### src/rtl/ahb_reg_slave.sv
// ahb_reg_slave: AHB-Lite register bank slave with read-back, wait states, ERROR response and write strobes
// Ports: hclk/hreset_n clock and async active-low reset; hsel/haddr/htrans/hwrite/hsize/hready address phase;
//        hwdata write data; hreadyout/hresp/hrdata slave response; reg_out flat register contents;
//        wr_pulse per-register one-cycle update strobe.
// Define AHB_REG_BYTE_STROBE_EN to enable byte/halfword writes with alignment checking.
module ahb_reg_slave #(
  parameter int          NUM_REGS    = 4,
  parameter int          WAIT_STATES = 0,
  parameter logic [31:0] RESET_VAL   = 32'h0
) (
  input  logic                   hclk,
  input  logic                   hreset_n,
  input  logic                   hsel,
  input  logic [31:0]            haddr,
  input  logic [1:0]             htrans,
  input  logic                   hwrite,
  input  logic [2:0]             hsize,
  input  logic [31:0]            hwdata,
  input  logic                   hready,
  output logic                   hreadyout,
  output logic                   hresp,
  output logic [31:0]            hrdata,
  output logic [NUM_REGS*32-1:0] reg_out,
  output logic [NUM_REGS-1:0]    wr_pulse
);
  localparam int IDX_W = $clog2(NUM_REGS);
  // WAIT lasts exactly WAIT_STATES cycles, so the counter is loaded one short
  localparam logic [2:0] WS_LOAD = WAIT_STATES > 0 ? 3'(WAIT_STATES - 1) : 3'd0;
  typedef enum logic [1:0] {S_IDLE, S_WAIT, S_ERR1, S_ERR2} state_e;
  state_e              st_q, st_d;
  logic [2:0]          cnt_q, cnt_d;
  logic                dp_q, dp_d, wr_q;
  logic [IDX_W-1:0]    idx_q;
  logic [NUM_REGS-1:0] pulse_q, pulse_d;
  logic [31:0]         regs_q [NUM_REGS];
  logic [31:0]         regs_d [NUM_REGS];
  logic                acc, bad, fin, commit, unused_ok;
  logic [3:0]          be;
  logic [31:0]         mask, merged;
  assign acc = hsel && hready && htrans[1] && hreadyout;
`ifdef AHB_REG_BYTE_STROBE_EN
  logic [1:0] size_q, lane_q;
  assign bad = haddr[31:2] >= 30'(NUM_REGS) || hsize > 3'd2 ||
               (hsize == 3'd1 && haddr[0]) || (hsize == 3'd2 && haddr[1:0] != 2'd0);
  assign be = size_q == 2'd0 ? 4'b0001 << lane_q : size_q == 2'd1 ? (lane_q[1] ? 4'b1100 : 4'b0011) : 4'b1111;
  assign unused_ok = htrans[0];
  always_ff @(posedge hclk or negedge hreset_n) begin
    if (!hreset_n) begin
      size_q <= 2'd0;
      lane_q <= 2'd0;
    end else if (acc) begin
      size_q <= hsize[1:0];
      lane_q <= haddr[1:0];
    end
  end
`else
  assign bad = haddr[31:2] >= 30'(NUM_REGS) || hsize > 3'd2;
  assign be = 4'b1111;
  assign unused_ok = ^{htrans[0], haddr[1:0]};
`endif
  assign mask = {{8{be[3]}}, {8{be[2]}}, {8{be[1]}}, {8{be[0]}}};
  // the final data cycle of an OKAY transfer is the only IDLE cycle with a pending data phase
  assign fin = st_q == S_IDLE && dp_q;
  assign commit = fin && wr_q;
  assign merged = (regs_q[idx_q] & ~mask) | (hwdata & mask);
  assign hreadyout = st_q != S_WAIT && st_q != S_ERR1;
  assign hresp = st_q == S_ERR1 || st_q == S_ERR2;
  assign hrdata = fin && !wr_q ? regs_q[idx_q] : 32'h0;
  assign wr_pulse = pulse_q;
  for (genvar g = 0; g < NUM_REGS; g++) begin : g_out
    assign reg_out[32*g +: 32] = regs_q[g];
  end
  always_comb begin
    st_d = st_q == S_WAIT ? (cnt_q == 3'd0 ? S_IDLE : S_WAIT) :
           st_q == S_ERR1 ? S_ERR2 :
           !acc ? S_IDLE : bad ? S_ERR1 : WAIT_STATES > 0 ? S_WAIT : S_IDLE;
    cnt_d = acc && !bad ? WS_LOAD : cnt_q != 3'd0 ? cnt_q - 3'd1 : cnt_q;
    dp_d = acc ? !bad : dp_q && !fin;
    pulse_d = commit ? NUM_REGS'(1) << idx_q : '0;
    for (int i = 0; i < NUM_REGS; i++) regs_d[i] = commit && idx_q == IDX_W'(i) ? merged : regs_q[i];
  end
  always_ff @(posedge hclk or negedge hreset_n) begin
    if (!hreset_n) begin
      st_q <= S_IDLE;
      cnt_q <= 3'd0;
      dp_q <= 1'b0;
      wr_q <= 1'b0;
      idx_q <= '0;
      pulse_q <= '0;
      for (int i = 0; i < NUM_REGS; i++) regs_q[i] <= RESET_VAL;
    end else begin
      st_q <= st_d;
      cnt_q <= cnt_d;
      dp_q <= dp_d;
      pulse_q <= pulse_d;
      regs_q <= regs_d;
      if (acc) begin
        wr_q <= hwrite;
        idx_q <= haddr[IDX_W+1:2];
      end
    end
  end
endmodule

### config.mk
export PLATFORM = sky130hd
export DESIGN_NAME = ahb_reg_slave
export DESIGN_NICKNAME = d
export VERILOG_FILES = /design/src/rtl/ahb_reg_slave.sv
export SDC_FILE = /design/constraint.sdc
export NUM_CORES = 1
export LEC_CHECK = 0
export ABC_AREA = 1
export BUFFER_PORTS_ARGS = -buffer_cell sky130_fd_sc_hd__buf_2
export CORE_MARGIN = 2
export CORE_UTILIZATION = 51
export CTS_BUF_LIST = sky130_fd_sc_hd__clkbuf_4
export CTS_CLUSTER_SIZE = 14
export DETAILED_ROUTE_END_ITERATION = 12
export PLACE_DENSITY = 0.84
export SYNTH_ARGS = -nofsm -noshare
export SYNTH_HDL_FRONTEND = slang
export SYNTH_SLANG_ARGS = --single-unit
### constraint.sdc
create_clock -name hclk -period 1.8 [get_ports hclk]
set_input_delay 0.18 -clock hclk [delete_from_list [all_inputs] [get_ports hclk]]
set_output_delay 0.18 -clock hclk [all_outputs]
set_load 0.1 [all_outputs]
==> results <==
- For the pin with the worst max-slew slack, the measured transition is between 500 and 600 ps.
- In this run the most used layer during global routing was met2.
- The number of buffers on the longest clock path is 2.
- In the synthesized netlist, the cells that appear most often are nand2_1, dfrtp_1, inv_1.
- The post-CTS clock slew at the launch and capture registers of the worst setup and hold paths is 120 ps.
- The I/O pin count is 240.
- Across every metal layer, demand over resource in global routing totals 0.3440.
- The number of port buffers is 236.
- Dividing the detail-routed via count by the number of cells gives 5.505.
- VDD sags by at most 696.8 uV.
- The synthesized net count is 902.
- The setup slack of the most critical reg-to-reg path is 40 ps.
- In the global route stage, met2 resource usage came out at 0.5709.
- The number of global-route vias before repair is 6963.
- The wire length after detailed routing is 24050 um.
- The worst register-to-register path begins at idx_q[1]$_DFFE_PN0P_.
- By instance count, the leading cell after synthesis is nand2_1.
- For this run, the register share of the synthesized area comes to 0.5461.
- The post-route core utilization is 0.8332.
- The final net count is 1199.
- After synthesis, the cell types taking the most area are dfrtp_1, nand2_1, o21ai_0, inv_1, nor2_1.
- The minimum clock period after layout is 2266 ps.
- The cell area that synthesis handed to floorplanning was ~6500 sq um.
- From synthesis to final layout, the design area changed by 61.41%.
- The cell sitting at the root of the clock tree is a clkbuf_4.
- The depth of the CTS H-tree is 4.
- The largest net degree at the start of global routing is 52.
- Synthesis inferred 141 register bits.
- The number of antenna violations at the first check in global routing is 0.
- The first global-routing pass estimated 35120 um of wire.
- The worst setup path is captured at an output port.
- The max-cap check violation count is 0.
- The area of combinational cells with multiple inputs is 3123 sq um.
- The number of DRC markers after the initial detailed-route iteration is 561.
- In this run the critical register-to-register path is captured at reg_out[48]$_DFFE_PN0P_.
- The proportion of netlist area held by the largest area contributor is 0.5461.
- The total count of max-transition violations in the final report came to 0.
- For this configuration, the core starts out at a cell density of 0.5162.
- The setup TNS after final layout is -13370 ps.
- In this run the tightest slew margin relative to its limit is 0.6369.
- Derived from the worst setup path, the maximum achievable clock frequency is 441.3 MHz.
- The netlist uses 20 different library cells.
- The count of unresolved DRC violations after routing is 0.
- Across all setup checks in the final design, the least slack found is -465.9 ps.
- The first TritonRoute pass finished after 5 iterations.
- Hold timing on the final database bottoms out at a slack of 50.25 ps.
- The overall overflow remaining after global route is 0.
- Data on the critical path is required at its endpoint by between 1500 and 2000 ps.
- The final weighted congestion of routability-driven global placement is about 0.88.
- Of all nets on the critical path, the largest fanout is 7.
- The share of cells above drive strength 1 is 0.5265.
- The worst setup slack before clock tree synthesis is 70.13 ps.
- A synthesized cell averages 7.860 sq um.
- Setup violations remaining at the end of the flow were counted as 33.
- The count of endpoints failing hold in the final timing report was 0.
- Setup repair after global routing could not meet its margin everywhere.
- The dominant register cell in the synthesized netlist is dfrtp_1.
- The die outline area is approximately 14000 sq um.
- The clock net sink count is 141.
- The fraction of met1 tracks used by global routing is 0.4172.
- The die is about 120 um wide.
- The checks that failed: setup timing.
- Tracing the worst setup path back leads to its startpoint at idx_q[1]$_DFFE_PN0P_.
- The worst setup path is launched from a flop.
- Summed over all nets, the half-perimeter wirelength after detailed placement is 13380 um.
- The classification of the worst-slack hold path is in -> async.
- The met3 track demand over resource in global routing is 0.08147.
- The count of synthesis-stage warnings from yosys is 0.
- The category of the critical setup timing path is reg -> out.
- Dividing the detail-routed wire length by the instance count gives 18.43 um.
- The leakage power figure is 4.840 nW.
- The worst path arrival time is 2090 ps.
- The cell area after placement is 8919 sq um.
- The later-pin clock latency in the skew report is 560 ps.
- The worst register-to-register path has a depth of 7.
- The CTS tree is done.
- The proportion of register bits with asynchronous set or reset after synthesis is 1.000.
- For this block, the via count after detailed routing is 7184.
- The region available for standard cell placement spans between 10000 and 15000 sq um.
- The final clock period utilization by the worst path is 1.259.
- The post-route clock skew is 24.99 ps.
- The finished cells cover 10430 sq um.
- The flip-flop and latch area is 3690 sq um.
- The end point of the critical path is hrdata[8].
- The die span in y is between 100 and 150 um.
- Counting flops with a built-in enable in the synthesized netlist gives 0.
- The synthesized design spends more area on one cell type than any other, namely dfrtp_1.
- The count of filler cells inserted in the layout is 687.
- Power spread over the standard cell area amounts to 1019 nW/um^2.
- The number of instances in the synthesized netlist is 822.
- The run finished, with violations left.
- The detail route stage leaves a number of antenna-violating nets equal to 0.
- The floorplan has 41 rows.
- The total clock buffers created by CTS is 17.
through the flow:
step,cells,power [mW]
4_1_cts,1299,9.506
3_5_place_dp,1214,6.233
6_report,1305,10.63
3_3_place_gp,1214,6.138
2_1_floorplan,822,5.252
5_1_grt,1304,11.03
sequential cells by signal, indices dropped and copies added (netlist names):
name      cells
st_q          2
reg_out     128
wr_q          1
dp_q          1
idx_q         2
cnt_q         3
wr_pulse      4
power breakdown:
group | total [mW] | switching, mW | internal [mW]
sequential | 3.27 | 0.0515 | 3.22
combinational | 5.34 | 3.18 | 2.15
clock | 2.03 | 1.12 | 0.901
total | 10.6 | 4.36 | 6.27
cell families after synthesis:
| kind of cell | Yosys count | share of synthesized area |
|---|---|---|
| AO/OA/AOI/OAI | 164 | 0.1332 |
| adder cells (fa/ha/maj) | 6 | 0.01162 |
| AND/OR/NAND/NOR | 352 | 0.2091 |
| XOR/XNOR | 1 | 0.001356 |
| buffers and inverters | 158 | 0.09857 |
| flip-flops | 141 | 0.5461 |
worst min path at each step:
stage,from,to,slack (ps),cells after the start
after floorplan,hreset_n,cnt_q[0]$_DFFE_PN0P_,-120,0
after global placement,hreset_n,reg_out[121]$_DFFE_PN0P_,60,1
after detailed placement,hreset_n,reg_out[121]$_DFFE_PN0P_,60,1
after CTS,hreset_n,reg_out[94]$_DFFE_PN0P_,0.9,2
after global routing,hreset_n,reg_out[26]$_DFFE_PN0P_,30,2
final,hreset_n,reg_out[121]$_DFFE_PN0P_,50,2
worst max-delay path: stages, from the launching register on:
cell and delay, ps:
dfrtp_2 450, buf_6 130, nor2_4 110, buf_12 130
buf_12 100, buf_16 130, nand2_2 60, o21ai_2 60
nor2_2 70, nor2_4 100, buf_12 180
per-layer routing:
layer | share of wire | vias up
met2 | 0.49 | 464
li1 | - | 3166
met5 | 0 | -
met4 | 0.052 | 0
met3 | 0.092 | 117
met1 | 0.36 | 3437
area by class of cell:
class,count,share of cell area
tap,172,0.02064
clock inverter,9,0.009238
antenna,1,0.0002400
sequential,141,0.3538
inverter,116,0.04283
timing repair buffer,316,0.2572
multi-input combinational,527,0.2995
clock buffer,23,0.01656
timing repair:
| action | in CTS | in global routing |
|---|---|---|
| gates resized for setup | 100 | 97 |
| hold buffers | 37 | 0 |
| pin swaps | 23 | 32 |
| gates cloned | 8 | 2 |
| endpoints found under the hold margin | 273 | 0 |
| buffers inserted | 8 | 6 |
| setup endpoints to repair | 34 | 50 |
cells in the final DEF (no fill, tap or decap), types with 13 or more instances in the layout:
cell,instances
dfrtp_2,129
buf_2,201
nor2_4,39
o22ai_2,20
o21ai_1,34
o21ai_0,67
inv_1,110
buf_6,14
nand2_2,14
nor2_1,22
nand2_1,231
buf_12,45
dlygate4sd3_1,37
o21ai_2,28
buf_4,13
nor2_2,27
clkbuf_4,23
No activity file was read; power rests on OpenSTA's default activity.
